===== config.mk =====
export PLATFORM = sky130hd
export DESIGN_NAME = sync_fifo_flags
export DESIGN_NICKNAME = d
export VERILOG_FILES = /design/src/rtl/sync_fifo_flags.sv
export SDC_FILE = /design/constraint.sdc
export NUM_CORES = 1
export LEC_CHECK = 0
export BUFFER_PORTS_ARGS = -buffer_cell sky130_fd_sc_hd__buf_2
export CORE_ASPECT_RATIO = 1.25
export CORE_MARGIN = 2
export CORE_UTILIZATION = 30
export DETAILED_ROUTE_END_ITERATION = 6
export PLACE_DENSITY = 0.46
export SYNTH_ARGS = -nofsm -noshare
export SYNTH_HDL_FRONTEND = slang
export SYNTH_SLANG_ARGS = --single-unit

===== constraint.sdc =====
create_clock -name clk -period 3.1 [get_ports clk]
set_input_delay 0.155 -clock clk [delete_from_list [all_inputs] [get_ports clk]]
set_output_delay 0.155 -clock clk [all_outputs]
set_load 0.01 [all_outputs]

===== src/rtl/sync_fifo_flags.sv =====
`default_nettype none
// ============================================================================
// sync_fifo_flags : single-clock FIFO with occupancy count, almost-full/empty,
// sticky overflow/underflow. Define SYNC_FIFO_FWFT_EN for first-word-fall-through.
// Rev 1.0
// ============================================================================
module sync_fifo_flags #(
  parameter int WIDTH    = 8,
  parameter int DEPTH    = 16,
  parameter int AF_LEVEL = DEPTH - 2,
  parameter int AE_LEVEL = 2
) (
  input  logic                     clk,
  input  logic                     rst,
  input  logic                     w_en,
  input  logic                     r_en,
  input  logic [WIDTH-1:0]         data_in,
  input  logic                     err_clr,
  output logic [WIDTH-1:0]         data_out,
  output logic                     full,
  output logic                     empty,
  output logic                     almost_full,
  output logic                     almost_empty,
  output logic [$clog2(DEPTH):0]   count,
  output logic                     overflow,
  output logic                     underflow
);

  localparam int AW = $clog2(DEPTH);
  localparam int PW = AW + 1;
  localparam logic [AW:0] AF_THR = PW'(AF_LEVEL);
  localparam logic [AW:0] AE_THR = PW'(AE_LEVEL);

  logic [WIDTH-1:0] mem [DEPTH];
  logic [AW:0]      wptr;
  logic [AW:0]      rptr;
  logic             wr_ok;
  logic             rd_ok;

  // Extra MSB distinguishes full from empty when the index bits match.
  assign empty        = (wptr == rptr);
  assign full         = (wptr[AW] != rptr[AW]) && (wptr[AW-1:0] == rptr[AW-1:0]);
  assign count        = wptr - rptr;
  assign almost_full  = (count >= AF_THR);
  assign almost_empty = (count <= AE_THR);

  assign wr_ok = w_en && !full;
  assign rd_ok = r_en && !empty;

  always_ff @(posedge clk or posedge rst) begin
    if (rst) begin
      wptr <= '0;
      rptr <= '0;
    end else begin
      if (wr_ok) wptr <= wptr + 1'b1;
      if (rd_ok) rptr <= rptr + 1'b1;
    end
  end

  always_ff @(posedge clk) begin
    if (wr_ok) mem[wptr[AW-1:0]] <= data_in;
  end

  // A new error event in the same cycle as err_clr keeps the flag set.
  always_ff @(posedge clk or posedge rst) begin
    if (rst) begin
      overflow  <= 1'b0;
      underflow <= 1'b0;
    end else begin
      if (w_en && full)  overflow  <= 1'b1;
      else if (err_clr)  overflow  <= 1'b0;
      if (r_en && empty) underflow <= 1'b1;
      else if (err_clr)  underflow <= 1'b0;
    end
  end

`ifdef SYNC_FIFO_FWFT_EN
  assign data_out = mem[rptr[AW-1:0]];
`else
  always_ff @(posedge clk or posedge rst) begin
    if (rst)        data_out <= '0;
    else if (rd_ok) data_out <= mem[rptr[AW-1:0]];
  end
`endif

endmodule
`default_nettype wire


==> run metrics, run 1 <==
dpl hpwl approximately 8600 µm; Layout Skew about 0.027 ns; Primary FF master, synth edfxtp_1; clock root buffer master clkbuf_16; Post-Synthesis Net Count between 300 and 400; worst skew pair latency 0.43 ns; Routed met3 length 339 µm; drt first pass iters 4; Worst Path Max Fanout 13; Initial Util 30.2%; PwrDens approximately 980 nW/µm²; H-tree depth 4; IO Count 32; outcome complete, no violations; number of global-route vias before repair 3,225; Worst-Margin Slew 0.840 ns; type of origin of the critical path flop; yosys warns 0; number of buffers created by CTS 17; TNS Setup 0 ns; Hold Vio Cnt, Final 0; Worst slew margin 43.9%; CTS resizes 0; initial DRC count 280; gp weighted congestion 0.795; crit end category primary output; Std-Cell Rows 58; Die ar. 21,300 µm²; CTS tree built; Core Region 20,000 µm²; Syn-to-layout area delta 19.0%; Place WS ~0.67 ns; Setup WS post-layout 0.298 ns; Multi-input gate area 1560 µm²; Mapped Cells 319; Max Cap Viol 0; first-pass GRT wire length 20,200 µm; CTS clk-pin slew, worst paths 0.06 ns; vias per cell between 4 and 5; IO Port Bufs 31; post-synthesis cell area around 6000 µm²; antenna violations before repair 0; die height 163 µm; die width 131 µm; Max IR drop VDD ~0.49 mV; ant diodes 0; layout cells sized above 1 30.0%; Filler Cells Inserted roughly 1,900; GRT Total Usage 13.6%; CP Cell Sequence ha_1 > inv_1 > fa_1 > a21o_1 > a21oi_1 > xnor2_1 > a211oi_1 > buf_2; largest net degree at the start of global routing 36; Crit. Startpoint rptr[0]; Hold Path Class input pin to flop; vias 3,094; DR top layer met4; CTS Sinks roughly 150; Slew Viols, Final 0; routed wire length 13,300 µm; Worst R2R Setup Slack 0.65 ns; Clock Tree Buf Depth 2; crit path buf inv count 2; sequential share of the synthesized area around 70%; DRT antenna net count 0; reg2reg start wptr[2]; kind of critical path flop to primary output; Post-synth EDFFs 128; setup violators final 0; Final period util 90.4%; leakage 2.47 nW; sequential cell area ~4300 µm²; Routed wire per std cell 20.1 µm; critical path required time 2.94 ns; Async S/R FF share, synth 13.5%; minimum clock period 2.80 ns; fin util 36.0%; Metal-1 WL 6160 µm; # nets final 400; critical path's slowest cell dfrtp_1; hold path start r_en; FF+latch count, synth roughly 150; DR WL met2 6570 µm; drc violations 0; Max Freq 357 MHz; Post-Syn Area per Cell roughly 19 µm²; Top delay family on crit path adder cells; slowest stage delay, CP 0.61 ns; gr ovfl total 0; RSZ-0062 raised after global routing no; Worst EP arrival 2.65 ns; library cells used by synthesis 36
==> registers in the layout, indices dropped and copies added, names as in the netlist <==
name       flops
mem          128
data_out       8
rptr           5
wptr           5
overflow       1
underflow      1
==> worst register-to-register path: stages (launching register included) <==
cell,delay [ns]
dfrtp_1,0.51
ha_1,0.42
and4_1,0.25
a21boi_2,0.37
nand2_1,0.18
nor3_1,0.18
buf_4,0.22
==> Yosys cell counts, drive strengths merged (2+ instances only) <==
library cell / count / area share, %
dfrtp: 20 / 8.3
a21boi: 2 / 0.31
nor2: 13 / 0.81
xor2: 3 / 0.44
ha: 9 / 1.9
xnor2: 9 / 1.3
nand4: 5 / 0.52
a21o: 2 / 0.25
mux2: 8 / 1.5
edfxtp: 128 / 64
and2: 9 / 0.93
o21ai: 5 / 0.41
a21oi: 9 / 0.75
mux4: 32 / 12
buf: 9 / 1.2
inv: 11 / 0.68
nand2: 10 / 0.62
nor3: 4 / 0.33
o22ai: 8 / 0.93
clkbuf: 5 / 0.31
nand2b: 2 / 0.21
a211oi: 9 / 1.1
==> final timing paths <==
path,endpoint,depth (start not counted)
setup / recovery,almost_empty,8
hold / removal,underflow,3
setup reg to reg,mem[1][6],6
hold reg to reg,rptr[4],1
max in group asynchronous,rptr[2],3
min in group asynchronous,wptr[2],3
==> placed cells by master, fill, tap and decap left out, types with 2 or more instances in the layout <==
cell,Yosys,routed
a211oi_1,9,9
a21o_1,2,2
a21oi_1,9,9
and2_1,9,9
buf_2,5,31
buf_4,2,19
clkbuf_16,0,17
clkinv_4,0,4
clkinvlp_4,0,3
dfrtp_1,20,19
dlygate4sd3_1,0,3
edfxtp_1,128,128
ha_1,9,9
inv_1,10,10
inv_6,0,5
mux2_2,8,8
mux4_1,8,8
mux4_2,24,24
nand2_1,10,10
nand2b_1,2,2
nand4_1,5,5
nor2_1,13,13
nor3_1,4,4
o21ai_0,5,5
o22ai_1,7,7
xnor2_1,9,9
xor2_1,3,3
==> cells by family (layout without fill, tap and decap cells) <==
family	after synthesis	after routing	share of synthesized area (%)
compound gates	38	38	4.19
xor+xnor	12	12	1.74
fa+ha+maj	10	10	2.20
buf+inv	25	96	2.18
flops	148	148	72.0
mux	40	40	13.9
simple gates	46	46	3.77
==> cell type report <==
type                    instances  area share (%)
well taps                     270            4.70
inverters                      11           0.575
repair buffers                 53            4.56
clock buffers                  18            5.97
multi-input cells             146            21.7
flip-flops and latches        148            60.5
clock inverters                14            1.99
==> where the power goes <==
group          leakage [nW]  switching (mW)  internal [mW]  total (mW)
Clock                 0.270           0.850           1.13        1.98
Combinational         0.811            1.35           1.08        2.43
Sequential             1.39           0.189           2.47        2.66
Total                  2.47            2.39           4.67        7.06
==> layer usage <==
| metal | vias to the layer above | track usage, % |
|---|---|---|
| li1 | 1395 | - |
| met1 | 1621 | 18.3 |
| met2 | 65 | 21.2 |
| met3 | 13 | 2.66 |
| met4 | 0 | 6.19 |
| met5 | - | 0 |
==> per-stage QoR <==
stage | total power, mW | hold slack, ns | instance area, µm² | cells
after CTS | 7.18 | 0.0147 | 7180 | 660
final | 7.06 | 0.0433 | 7180 | 660
after detailed placement | 5.17 | 0.360 | 6580 | 625
after global placement | 5.15 | 0.348 | 6580 | 625
after floorplan | 4.34 | 0.119 | 6030 | 319
after global routing | 7.50 | 0.0165 | 7180 | 660
==> what timing repair did <==
item / CTS / global route
endpoints found under the hold margin: 22 / 0
hold buffers: 3 / 0
setup buffers: 0 / 0
(Power assumes the default switching activity.)
==> run 2: changes to the inputs <==
- GPL_TIMING_DRIVEN: unset -> 0
==> run 2 against run 1 <==
  * Critical endpoint unchanged
  * Maximum frequency fell by 4.1%
  * Via count is 0.55% higher
  * Wire length rose by 0.23%
  * Design area up 4.6%
  * Largest power group is now combinational cells
  * Core utilization increased by 1.7 points
  * Worst setup slack worse by 0.12 ns
  * Non-clock buffer count increased by 11
  * Final cell count rose by 1.7%
  * Die area did not move
  * Total power up 2.9%
==> run metrics, run 2 (same netlist as run 1, synthesis figures left out) <==
outcome complete, no violations; Layout Skew 0.0101 ns; Max Freq 342 MHz; first-pass GRT wire length between 15,000 and 20,000 µm; TNS Setup 0 ns; Worst slew margin between 40% and 50%; Clk pwr share 26.7%; Clock Tree Buf Depth 2; crit end category primary output; Place WS -0.849 ns; critical path required time approximately 2.9 ns; critical path's slowest cell dfrtp_1; drc violations 0; gr ovfl total 0; worst r2r path cells 9; register share of total power 35.9%; Finished Cell Area about 7500 µm²; die height 163 µm; max reg flops 128; Net Sw Power 2.50 mW; Comb power frac 37.4%; IO Count 32; H-tree depth 4; setup violators final 0; routed wire length around 13,000 µm; Hold Vio Cnt, Final 0; die width ~130 µm; IO Port Bufs 31; Std-Cell Rows 58; type of origin of the critical path flop; CP Cell Sequence buf_6 > buf_6 > inv_2 > ha_1 > nor2b_1 > o21a_1 > or3_1 > a211oi_1 > buf_2; Sw Share 34.4%; number of global-route vias before repair 3,231; vias per cell 4.64; Core Region roughly 20,000 µm²; R2R Path End mem[2][0]; Non-Filler Instances between 600 and 700; minimum clock period 2.92 ns; leakage 2.56 nW; Syn-to-layout area delta 24.5%; Crit. Startpoint rptr[1]; Setup WS post-layout around 0.18 ns; DRT antenna net count 0; commonest non-fill, non-tap cells in the layout edfxtp_1 (128), buf_2 (36), mux4_2 (24), dfrtp_1 (20), clkbuf_16 (17); placed inst area 6540 µm²; layout cells sized above 1 approximately 35%; CTS Sinks around 150; cell count after placement between 600 and 700; worst skew pair latency 0.41 ns; initial DRC count 186; Worst R2R Setup Slack 0.18 ns; PwrDens 967 nW/µm²; P_int roughly 4.8 mW; antenna violations before repair 0; Worst Path Max Fanout 11; Worst Setup EP almost_empty; Filler Cells Inserted between 1,500 and 2,000; vias between 3,000 and 4,000; Slew Viols, Final 0; slowest stage delay, CP 0.39 ns; GRT Total Usage a little over an eighth; drt first pass iters 4; most common cell after layout, fill and taps aside edfxtp_1; Worst-Margin Slew 0.806 ns; Max Cap Viol 0; kind of critical path flop to primary output; Die ar. 21,300 µm²; total power around 7.3 mW; Hold Path Class input pin to flop; most used cell, CP buf_6; # nets final a little over 400; reg2reg start rptr[3]; Routed wire per std cell 19.9 µm; ant diodes 0; largest net degree at the start of global routing 21; Worst EP arrival 2.77 ns; clock root buffer master clkbuf_16; CTS clk-pin slew, worst paths ~0.06 ns; Max IR drop VDD 0.460 mV; number of buffers created by CTS 17; CTS tree built; Final period util 94.3%; gp weighted congestion 0.759; Initial Util between 30% and 40%; dpl hpwl 8740 µm
==> run 2: per-stage QoR <==
stage	hold slack [ns]	util, %
floorplan	0.119	-
global placement	0.326	32.7
detailed placement	0.341	32.8
CTS	0.00670	36.5
global route	0.00792	37.7
finish	0.00881	37.7
==> run 2: worst min path at each step <==
| stage | startpoint | depth (start not counted) | slack (ns) | to |
|---|---|---|---|---|
| global placement | rst | 2 | 0.33 | underflow |
| finish | r_en | 3 | 0.009 | underflow |
| CTS | r_en | 3 | 0.007 | underflow |
| global route | r_en | 3 | 0.008 | underflow |
| detailed placement | rst | 2 | 0.34 | underflow |
| floorplan | rst | 1 | 0.12 | data_out[0] |
==> run 2: layout make-up <==
type / instances / area, µm² / area share [%]
plain buffers: 14 / 100 / 1.33
clock buffers: 19 / 453 / 6.03
clock inverters: 13 / 115 / 1.53
inverters: 11 / 41.3 / 0.549
multi-input cells: 146 / 1700 / 22.6
flip-flops and latches: 148 / 4340 / 57.8
well taps: 270 / 338 / 4.49
repair buffers: 50 / 428 / 5.69
==> run 2: metal layers <==
layer / vias to the layer above / global-route usage [%] / share of wire (%)
li1: 1424 / - / -
met4: 0 / 5.22 / 2.0
met5: - / 0 / 0
met2: 56 / 22.2 / 51
met1: 1616 / 16.9 / 44
met3: 15 / 2.69 / 2.4
==> run 2: worst max-delay path, delay by kind of cell (launching register included) <==
kind            cells  cell delay (ns)
fa+ha+maj           1             0.32
compound gates      2             0.40
buf+inv             4             0.75
flops               1             0.39
simple gates        2             0.49
==> run 2: power by group through the flow <==
stage	clock network [mW]	registers [mW]	logic, mW
after floorplan	0	2.63	1.71
after global placement	0	2.65	2.51
after detailed placement	0	2.65	2.53
after CTS	1.98	2.61	2.65
after global routing	2.07	2.64	2.99
final	1.94	2.61	2.72
==> run 2: repair_timing <==
action,in CTS,in global routing
endpoints found under the setup margin,128,131
endpoints found under the hold margin,22,0
hold buffers,3,0
gates resized for setup,19,15
setup buffers,6,9
pin swaps,1,9
cloned,0,0
==> run 3: changes to the inputs <==
- CORE_MARGIN: 2 -> unset
==> run 3 against run 2 <==
  * Total power decreased by 1.1%
  * Non-clock buffer count down 9
  * Worst hold slack better by 0.14 ns
  * Final cell count decreased by 2.1%
  * Core utilization increased by 0.090 points
  * Clock skew rose by 0.0073 ns
  * Register-to-register slack improved by 0.10 ns
  * Maximum frequency increased by 0.53%
==> run metrics, run 3 (same netlist as run 1, synthesis figures left out) <==
outcome complete, no violations; Max IR drop VDD 0.563 mV; Worst R2R Setup Slack around 0.28 ns; Multi-input gate area 1700 µm²; Hold Vio Cnt, Final 0; Hold WS 0.150 ns; DRT antenna net count 0; Worst EP arrival 2.75 ns; Place WS -0.767 ns; sequential cell area 4340 µm²; CTS Sinks 148; IO Port Bufs 31; CTS tree built; worst r2r path cells 10; ant diodes 0; setup violators final 0; Worst-Margin Slew just over 0.8 ns; drt first pass iters 4; max reg flops 128; initial DRC count around 220; Die ar. 20,700 µm²; layout cells sized above 1 33.7%; die height 161 µm; PwrDens a little under 1000 nW/µm²; commonest non-fill, non-tap cells in the layout edfxtp_1 (128), buf_2 (35), mux4_2 (24), dfrtp_1 (20), clkbuf_16 (17); Layout Skew roughly 0.017 ns; Hold Path Depth 1; number of buffers created by CTS 17; Std-Cell Rows 57; Hold Path Class input pin to flop; drc violations 0; Worst slew margin a little under half; minimum clock period 2.91 ns; H-tree depth 4; GRT Total Usage 13.6%; die width 129 µm; vias per cell about 4.7; CTS clk-pin slew, worst paths 0.06 ns; routed wire length about 13,000 µm; Syn-to-layout area delta 22.2%; IO Count 32; worst skew pair latency about 0.42 ns; crit end category primary output; dpl hpwl 8590 µm; Final period util 93.8%; clock root buffer master clkbuf_16; Core Region 19,500 µm²; Clock Tree Buf Depth 2; Max Cap Viol 0; kind of critical path flop to primary output; # nets final 402; Finished Cell Area 7380 µm²; number of global-route vias before repair around 3,200; largest net degree at the start of global routing 21; Routed wire per std cell a little under 20 µm; RSZ-0062 raised after global routing no; leakage approximately 2.5 nW; Setup WS post-layout between 0.15 and 0.2 ns; Worst Path Max Fanout 11; gr ovfl total 0; Slew Viols, Final 0; Hold Path End mem[0][1]; most common cell after layout, fill and taps aside edfxtp_1; gp weighted congestion 0.749; Initial Util between 30% and 40%; R2R Path End mem[15][3]; critical path required time ~2.9 ns; placed inst area 6520 µm²; Max Freq 344 MHz; total power 7.19 mW; first-pass GRT wire length 19,800 µm; hold path start data_in[1]; reg2reg start rptr[2]; type of origin of the critical path flop; antenna violations before repair 0; Filler Cells Inserted 1,814; vias roughly 3,100
==> run 3: changes by cell type in the layout (fill, tap and decap cells not counted) <==
cell           previous run  this run
buf_12                   11         6
buf_2                    36        35
buf_4                     5         2
clkbuf_1                  5         6
clkbuf_4                  1         0
clkbuf_8                  2         0
clkinv_2                  0         1
clkinvlp_4                3         4
dlygate4sd3_1             3         4
inv_1                    10         9
nand2_1                   9         6
nand2_2                   1         4
==> run 3: layout make-up <==
| cell class | instances | share of cell area [%] |
|---|---|---|
| Buffer | 14 | 1.36 |
| Clock buffer | 18 | 5.82 |
| Sequential cell | 148 | 58.9 |
| Multi-Input combinational cell | 146 | 23.1 |
| Clock inverter | 14 | 1.63 |
| Inverter | 11 | 0.611 |
| Tap cell | 265 | 4.49 |
| Timing Repair Buffer | 41 | 4.10 |
==> run 3: timing repair <==
item	in CTS	in global routing
gates resized for setup	33	6
endpoints found under the setup margin	128	103
hold endpoints to repair	22	0
cloned	0	0
pin swaps	4	1
buffers inserted	4	2
hold buffers	4	0
==> run 3: how the worst max path moves through the flow <==
stage	depth (start not counted)	endpoint	from	slack, ns
2_1_floorplan	9	mem[3][0]	rptr[2]	0.24
3_3_place_gp	8	mem[3][2]	rptr[3]	-0.80
3_5_place_dp	8	mem[0][1]	rptr[3]	-0.77
4_1_cts	9	almost_empty	rptr[1]	0.006
5_1_grt	9	almost_empty	rptr[1]	0.02
6_report	9	almost_empty	rptr[1]	0.19
==> run 3: where the power goes <==
group | total, mW | switching [mW] | internal [mW]
Sequential | 2.60 | 0.134 | 2.47
Clock | 1.89 | 0.846 | 1.05
Combinational | 2.69 | 1.51 | 1.18
==> run 3: worst max-delay path: stages, from the launching register on <==
cell and delay [ns]:
dfrtp_1 0.39, buf_6 0.17, buf_6 0.17, inv_2 0.25, ha_1 0.32, nor2b_1 0.14, o21a_1 0.17, or3_1 0.34
a211oi_1 0.23, buf_2 0.16
==> run 3: metal layers <==
metal	track usage (%)	up-vias	wire [µm]
met5	0	-	0
met4	5.13	0	181
met3	2.37	12	373
met2	22.3	79	6540
met1	18.0	1627	5950
li1	-	1396	-
==> run 3: metrics by stage <==
step           std cells  TNS [ns]  utilization, %
3_5_place_dp         615    -53.07            33.4
6_report             657         0            37.8
3_3_place_gp         615    -55.26            33.4
2_1_floorplan        319         0               -
4_1_cts              655         0            37.5
5_1_grt              657         0            37.8
